**src/rtl/code_pack.sv**
```systemverilog
// Shared definitions for the 9-bit CPU fetch front end.
package code_pack;

    localparam int PC_W = 10;
    localparam int IW   = 9;

    localparam logic [IW-1:0] NOP_WORD = 9'h000;

    typedef enum logic [1:0] {
        IDLE = 2'd0,
        RUN  = 2'd1,
        HALT = 2'd2
    } fetch_state_t;

endpackage

```
**src/rtl/instr_fetch_if.sv**
```systemverilog
// Fetch-unit boundary: instruction memory port, decoder hand-off and run control.
interface instr_fetch_if
    import code_pack::*;
();

    logic            start;
    logic            done;
    logic [PC_W-1:0] im_addr;
    logic [IW-1:0]   im_data;
    logic            stall;
    logic            br_take;
    logic [PC_W-1:0] br_off;
    logic            halt;
    logic [IW-1:0]   ir;
    logic [PC_W-1:0] ir_pc;
    logic            ir_valid;

    modport master (
        input  start, im_data, stall, br_take, br_off, halt,
        output done, im_addr, ir, ir_pc, ir_valid
    );

    modport slave (
        output start, im_data, stall, br_take, br_off, halt,
        input  done, im_addr, ir, ir_pc, ir_valid
    );

endinterface

```
**src/rtl/instr_fetch.sv**
```systemverilog
// Fetch front end: program counter, IF/ID holding register, relative-jump redirect
// and start/done run control.
module instr_fetch
    import code_pack::*;
(
    input  logic          clk,
    input  logic          rst_n,
    instr_fetch_if.master bus
);

    fetch_state_t    state_q, state_d;
    logic [PC_W-1:0] fetch_pc_q, fetch_pc_d;
    logic [IW-1:0]   ir_q, ir_d;
    logic [PC_W-1:0] ir_pc_q, ir_pc_d;
    logic            ir_valid_q, ir_valid_d;
    logic            done_q, done_d;

    always_ff @(posedge clk or negedge rst_n) begin
        if (!rst_n) begin
            state_q    <= IDLE;
            fetch_pc_q <= '0;
            ir_q       <= NOP_WORD;
            ir_pc_q    <= '0;
            ir_valid_q <= 1'b0;
            done_q     <= 1'b0;
        end else begin
            state_q    <= state_d;
            fetch_pc_q <= fetch_pc_d;
            ir_q       <= ir_d;
            ir_pc_q    <= ir_pc_d;
            ir_valid_q <= ir_valid_d;
            done_q     <= done_d;
        end
    end

    // Priority order: start, halt, stall, taken branch, sequential fetch.
    always_comb begin
        state_d    = state_q;
        fetch_pc_d = fetch_pc_q;
        ir_d       = ir_q;
        ir_pc_d    = ir_pc_q;
        ir_valid_d = ir_valid_q;
        done_d     = done_q;

        if (bus.start) begin
            state_d    = IDLE;
            fetch_pc_d = '0;
            ir_valid_d = 1'b0;
            done_d     = 1'b0;
        end else begin
            unique case (state_q)
                IDLE: begin
                    state_d = RUN;
                end
                RUN: begin
                    if (bus.halt && ir_valid_q) begin
                        state_d    = HALT;
                        done_d     = 1'b1;
                        ir_valid_d = 1'b0;
                    end else if (bus.stall) begin
                        state_d = RUN;
                    end else if (bus.br_take && ir_valid_q) begin
                        // The word fetched this cycle is on the wrong path: bubble it.
                        fetch_pc_d = ir_pc_q + bus.br_off;
                        ir_valid_d = 1'b0;
                    end else begin
                        ir_d       = bus.im_data;
                        ir_pc_d    = fetch_pc_q;
                        ir_valid_d = 1'b1;
                        fetch_pc_d = fetch_pc_q + 1'b1;
                    end
                end
                HALT: begin
                    ir_valid_d = 1'b0;
                    done_d     = 1'b1;
                end
                default: begin
                    state_d = IDLE;
                end
            endcase
        end
    end

    assign bus.im_addr  = fetch_pc_q;
    assign bus.ir       = ir_q;
    assign bus.ir_pc    = ir_pc_q;
    assign bus.ir_valid = ir_valid_q;
    assign bus.done     = done_q;

endmodule

```
**src/flat_wrapper.sv**
```systemverilog
// flat-port wrapper written by rule: the top's interface ports become plain ports
module instr_fetch_flat import code_pack::*;
  (clk, rst_n, bus_start, bus_im_data, bus_stall, bus_br_take, bus_br_off, bus_halt, bus_done, bus_im_addr, bus_ir, bus_ir_pc, bus_ir_valid);
  instr_fetch_if bus_i ();
  input  logic clk;
  input  logic rst_n;
  input wire logic [$bits(bus_i.start)-1:0] bus_start;
  input wire logic [$bits(bus_i.im_data)-1:0] bus_im_data;
  input wire logic [$bits(bus_i.stall)-1:0] bus_stall;
  input wire logic [$bits(bus_i.br_take)-1:0] bus_br_take;
  input wire logic [$bits(bus_i.br_off)-1:0] bus_br_off;
  input wire logic [$bits(bus_i.halt)-1:0] bus_halt;
  output wire logic [$bits(bus_i.done)-1:0] bus_done;
  output wire logic [$bits(bus_i.im_addr)-1:0] bus_im_addr;
  output wire logic [$bits(bus_i.ir)-1:0] bus_ir;
  output wire logic [$bits(bus_i.ir_pc)-1:0] bus_ir_pc;
  output wire logic [$bits(bus_i.ir_valid)-1:0] bus_ir_valid;
  assign bus_i.start = bus_start;
  assign bus_i.im_data = bus_im_data;
  assign bus_i.stall = bus_stall;
  assign bus_i.br_take = bus_br_take;
  assign bus_i.br_off = bus_br_off;
  assign bus_i.halt = bus_halt;
  assign bus_done = bus_i.done;
  assign bus_im_addr = bus_i.im_addr;
  assign bus_ir = bus_i.ir;
  assign bus_ir_pc = bus_i.ir_pc;
  assign bus_ir_valid = bus_i.ir_valid;
  instr_fetch u_core (.clk(clk), .rst_n(rst_n), .bus(bus_i));
endmodule
```
**config.mk**
```make
export PLATFORM = sky130hd
export DESIGN_NAME = instr_fetch_flat
export DESIGN_NICKNAME = d
export VERILOG_FILES = /design/src/rtl/code_pack.sv /design/src/rtl/instr_fetch_if.sv /design/src/rtl/instr_fetch.sv /design/src/flat_wrapper.sv
export SDC_FILE = /design/constraint.sdc
export NUM_CORES = 1
export LEC_CHECK = 0
export BUFFER_PORTS_ARGS = -buffer_cell sky130_fd_sc_hd__buf_2
export CORE_MARGIN = 2
export CORE_UTILIZATION = 52
export DETAILED_ROUTE_END_ITERATION = 7
export GPL_TIMING_DRIVEN = 0
export PLACE_DENSITY = 0.79
export SLEW_MARGIN = 20
export SYNTH_ARGS = -nofsm -noshare
export SYNTH_HDL_FRONTEND = slang
export SYNTH_SLANG_ARGS = --single-unit
export TNS_END_PERCENT = 30
```
**constraint.sdc**
```tcl
create_clock -name clk -period 2.8 [get_ports clk]
set_input_delay 0.42 -clock clk [delete_from_list [all_inputs] [get_ports clk]]
set_output_delay 0.42 -clock clk [all_outputs]
set_load 0.03 [all_outputs]
```
---- Word-level counts from Yosys, hierarchy flattened ----
Index checks and enable logic that the tools add are counted.
storage, ports and cells
  register bits ........................... 33
  bits of input ports ..................... 25
  output and inout bits ................... 31
  word-level logic and storage cells ...... 47
operators by class
  add/sub/neg operators ................... 2
  eq/ne operators ......................... 8
  mux-type cells .......................... 17
  bitwise gates (word level) .............. 4
  reduce and logical (&&, ||, !) cells .... 10
operators with widths
  operator               count
  $mux 10                5
  $add 10x1->10 const B  1
  $add 10x10->10         1
  $ne 4x3->1 const B     2
  $mux 1                 6
  $mux 2                 3
  $ne 2x2->1 const B     3
  $pmux 2 s3             1
  $reduce_and 2->1       3
  $reduce_and 5->1       1
  $not 1->1              4
  $pmux 1 s2             2
  $ne 3x2->1 const B     1
  $reduce_and 3->1       1
  $reduce_bool 3->1      1
  $eq 2x1->1 const B     1
  $eq 2x2->1 const B     1
  $logic_and 1x1->1      2
  $logic_not 2->1        1
  $reduce_bool 2->1      1

---- Longest topological paths before layout ----
  depth after elaboration ................. 6
  gate-level depth with buffers ........... 8
  depth with buffers taken out ............ 8

---- Least setup slack after synthesis ----
OpenSTA, ideal clock, no wires.
  path kind ............................... flip-flop to flip-flop
  start ................................... register u_core.ir_pc_q[0], in the netlist u_core.bus.ir_pc[0]
  end ..................................... register u_core.fetch_pc_q[8], in the netlist u_core.bus.im_addr[8]
  library setup time ...................... 0.137 ns
  data arrival time ....................... 1.836 ns
  required time ........................... 2.663 ns
  slack ................................... 0.827 ns
  cell stages (with the launch flop) ...... 9
  buffers on the path ..................... 0
  clock period less this slack ............ 1.973 ns
  cell sequence ........................... dfrtp_1 -> ha_1 -> inv_1 -> fa_1 -> nor2b_1 -> o31ai_1 -> a22oi_1 -> mux2i_1 -> a31oi_1
on the way
  word-level cells in the longest chain between the ends .. 6
ends and longest elaborated chain
  element                   RTL line           RTL
  start: declaration        instr_fetch.sv:14  logic [PC_W-1:0] ir_pc_q, ir_pc_d;
  start signal: assignment  instr_fetch.sv:30  ir_pc_q <= ir_pc_d;
  $add 10x10->10            instr_fetch.sv:64  fetch_pc_d = ir_pc_q + bus.br_off;
  $mux 10                   instr_fetch.sv:62  end else if (bus.br_take && ir_valid_q) begin
  $mux 10                   instr_fetch.sv:60  end else if (bus.stall) begin
  $mux 10                   instr_fetch.sv:56  if (bus.halt && ir_valid_q) begin
  $mux 10                   instr_fetch.sv:51  unique case (state_q)
  $mux 10                   instr_fetch.sv:45  if (bus.start) begin
  end signal: assignment    instr_fetch.sv:28  fetch_pc_q <= fetch_pc_d;
  end: declaration          instr_fetch.sv:12  logic [PC_W-1:0] fetch_pc_q, fetch_pc_d;
No other way between the ends. The select of a mux whose other input is x is not followed.
A chain may end at the register's enable or synchronous reset.

---- Worst setup path after layout ----
Ends and elaborated chain as after synthesis.

==> run metrics <==
slowest stage delay, CP 410 ps; P_leak 0.001259 uW; Largest delay share family, worst path adder cells; Cell Pwr Density 551.2 nW/um^2; syn_nets 227; Hold Vio Cnt, Final 0; Mapped Cells 191; Final setup violation count 0; Crit Path Class reg2reg; vias per inst 5.960; Core Box Area 3716 um^2; Max Cap Viol 0; vias in the first global route 1719; die height 66.49 um; Stages on worst setup path 8; Netlist cell types 47; Inserted Diodes 0; setup TNS 0 ps; Starting Density 54.65%; Comb pwr share 25.4%; worst path required time 2940 ps; slowest stage cell, crit path fa_1; EDFF count, synth 0; Slew @ Worst Pin 755.4 ps; Reg clk slew, reported paths 70 ps; switch share 29.99%; clock latency on the worst-skew pair 280 ps; cell breakdown of the critical path ha_1 -> inv_1 -> fa_1 -> nor2b_1 -> o31ai_1 -> a22oi_1 -> mux2i_1 -> a31oi_1; register area share after synthesis 40.67%; commonest non-fill, non-tap cell in the layout buf_2; routability cong. 0.8624; post-cts resize count 0; row count 22; finished layout cell area 2477 um^2; first-pass GRT wire length 7.976 mm; R2R depth 8; initial DRC count 107; Fmax 0.4737 GHz; R2R Setup Slk 690 ps; slew margin rel. 49.64%; clock buffer depth 2; total setup buffers inserted after CTS 0; Mapped Avg Cell Area 10.63 um^2; cts hold-fix bufs 0; result of the run complete, no violations; main flop type after synthesis dfrtp_1; CP endpoint kind flop; minimum clock period 2111 ps; vias after detailed routing 1794; total CTS buffers 5; Post-DRT Antenna Nets 0; startpoint types flop; Wirelength per Cell 15.80 um; FF-to-FF End u_core.bus.im_addr[8]; die area 4421 um^2; WL final 4.757 mm; commonest non-fill, non-tap cells in the layout buf_2, dfrtp_1, mux2_4; DP HPWL 3.423 mm; clk sink count 33; #FFs+latches synth 33; Root Buffer clkbuf_8; reg-to-reg startpoint u_core.bus.ir_pc[0]; peak supply drop 0.3027 mV; Setup crit start u_core.bus.ir_pc[0]; Yosys warnings 0; asr flop ratio synth 100.0%; largest net degree at the start of global routing 34; DRC violation count after routing 0; clock share of power 33.7%; NetSw 409.6 uW; area growth from synthesis to layout 22.00%; CP bufs+invs 1; WP data arrival 2250 ps; layout cell share with drive strength beyond 1 33.60%; I/O pin total 56; Nets 288; antenna violations before repair 0; GRT Overall Usage 23.72%; TritonCTS clock tree done; Die Wd 66.49 um; global route total overflow 0; buffers added on ports 54; Pint 955.9 uW; Hold WC Path Type in2async; crit-path max FO 3; Sequential Power Share 40.9%; Tcrit/Tclk final 75.39%; Cell Area, Synth 2031 um^2; Slew Limit Fails 0; Critical Path End u_core.bus.im_addr[8]; RSZ-0062 raised after global routing no; Placed Area 2361 um^2; Clock Skews 4.442 ps; H-tree levels 2; DRT Pass-1 Iters 7
[stage by stage]
step | util [%] | total power [uW] | setup slack, ps | cells | hold slack [ps]
finish | 66.67 | 1366 | 689.0 | 301 | 206.8
global route | 66.67 | 1432 | 532.1 | 301 | 262.6
CTS | 66.67 | 1370 | 708.8 | 301 | 233.0
detailed placement | 63.54 | 912.0 | 611.5 | 293 | 479.9
global placement | 63.54 | 902.6 | 654.3 | 293 | 470.9
floorplan | - | 803.8 | 827.3 | 191 | 124.4
[how the worst min path moves through the flow]
stage                            from  slack, ps             endpoint
floorplan                       rst_n        120      u_core.bus.done
global placement    u_core.state_q[1]        470    u_core.state_q[0]
detailed placement  u_core.state_q[1]        480    u_core.state_q[0]
CTS                             rst_n        230     u_core.bus.ir[1]
global route                    rst_n        260  u_core.bus.ir_pc[3]
finish                          rst_n        210     u_core.bus.ir[1]
[state kept, by name, summed over array words and instances (netlist names)]
name and cells:
u_core.bus.done 1, u_core.bus.im_addr 10, u_core.bus.ir 9, u_core.bus.ir_pc 10, u_core.bus.ir_valid 1, u_core.state_q 2
[Yosys cell counts (all sizes together) (3+ instances only)]
cell	count	area, um^2
o21ai	6	30.03
nand2	13	48.80
a21o	4	30.03
dfrtp	33	825.8
o211ai	3	22.52
inv	5	18.77
ha	10	125.1
nor3	3	15.01
mux2	19	285.3
o22ai	3	18.77
and2	3	18.77
a31oi	6	37.54
clkbuf	7	26.28
xnor2	4	35.03
mux2i	3	30.03
and3	3	18.77
nor2	9	33.78
nand3	5	25.02
a21oi	15	75.07
nor2b	5	31.28
[layer usage]
metal / vias to the layer above / routed length [um] / part of all wire, % / GRT usage [%]
met4: 0 / 99 / 2.1 / 9.184
met5: - / 0 / 0 / 0
li1: 826 / - / - / -
met3: 16 / 372 / 7.8 / 5.405
met2: 96 / 2287 / 48 / 38.88
met1: 856 / 1997 / 42 / 30.35
[cells by family (layout without fill, tap and decap cells)]
logic type / after synthesis / after routing / share of synthesized area, %
XOR/XNOR: 6 / 6 / 2.588
AO/OA/AOI/OAI: 51 / 51 / 16.33
flip-flops: 33 / 33 / 40.67
adder cells (fa/ha/maj): 11 / 11 / 7.147
AND/OR/NAND/NOR: 54 / 54 / 14.42
multiplexers: 22 / 22 / 15.53
buffers and inverters: 14 / 76 / 3.327
[power groups by stage]
stage / Combinational (uW) / Sequential [uW] / Clock [uW]
2_1_floorplan: 147 / 657 / 0
3_3_place_gp: 340 / 563 / 0
3_5_place_dp: 346 / 566 / 0
4_1_cts: 349 / 559 / 462
5_1_grt: 375 / 566 / 492
6_report: 347 / 558 / 460
[area by class of cell]
type | instances | area (um^2)
repair buffers | 54 | 270.3
multi-input cells | 144 | 1137
fillers | 325 | 1239
well taps | 48 | 60.06
clock buffers | 7 | 86.33
clock inverters | 1 | 30.03
plain buffers | 9 | 48.80
inverters | 5 | 18.77
flip-flops and latches | 33 | 825.8
No activity file was read; power rests on OpenSTA's default activity.
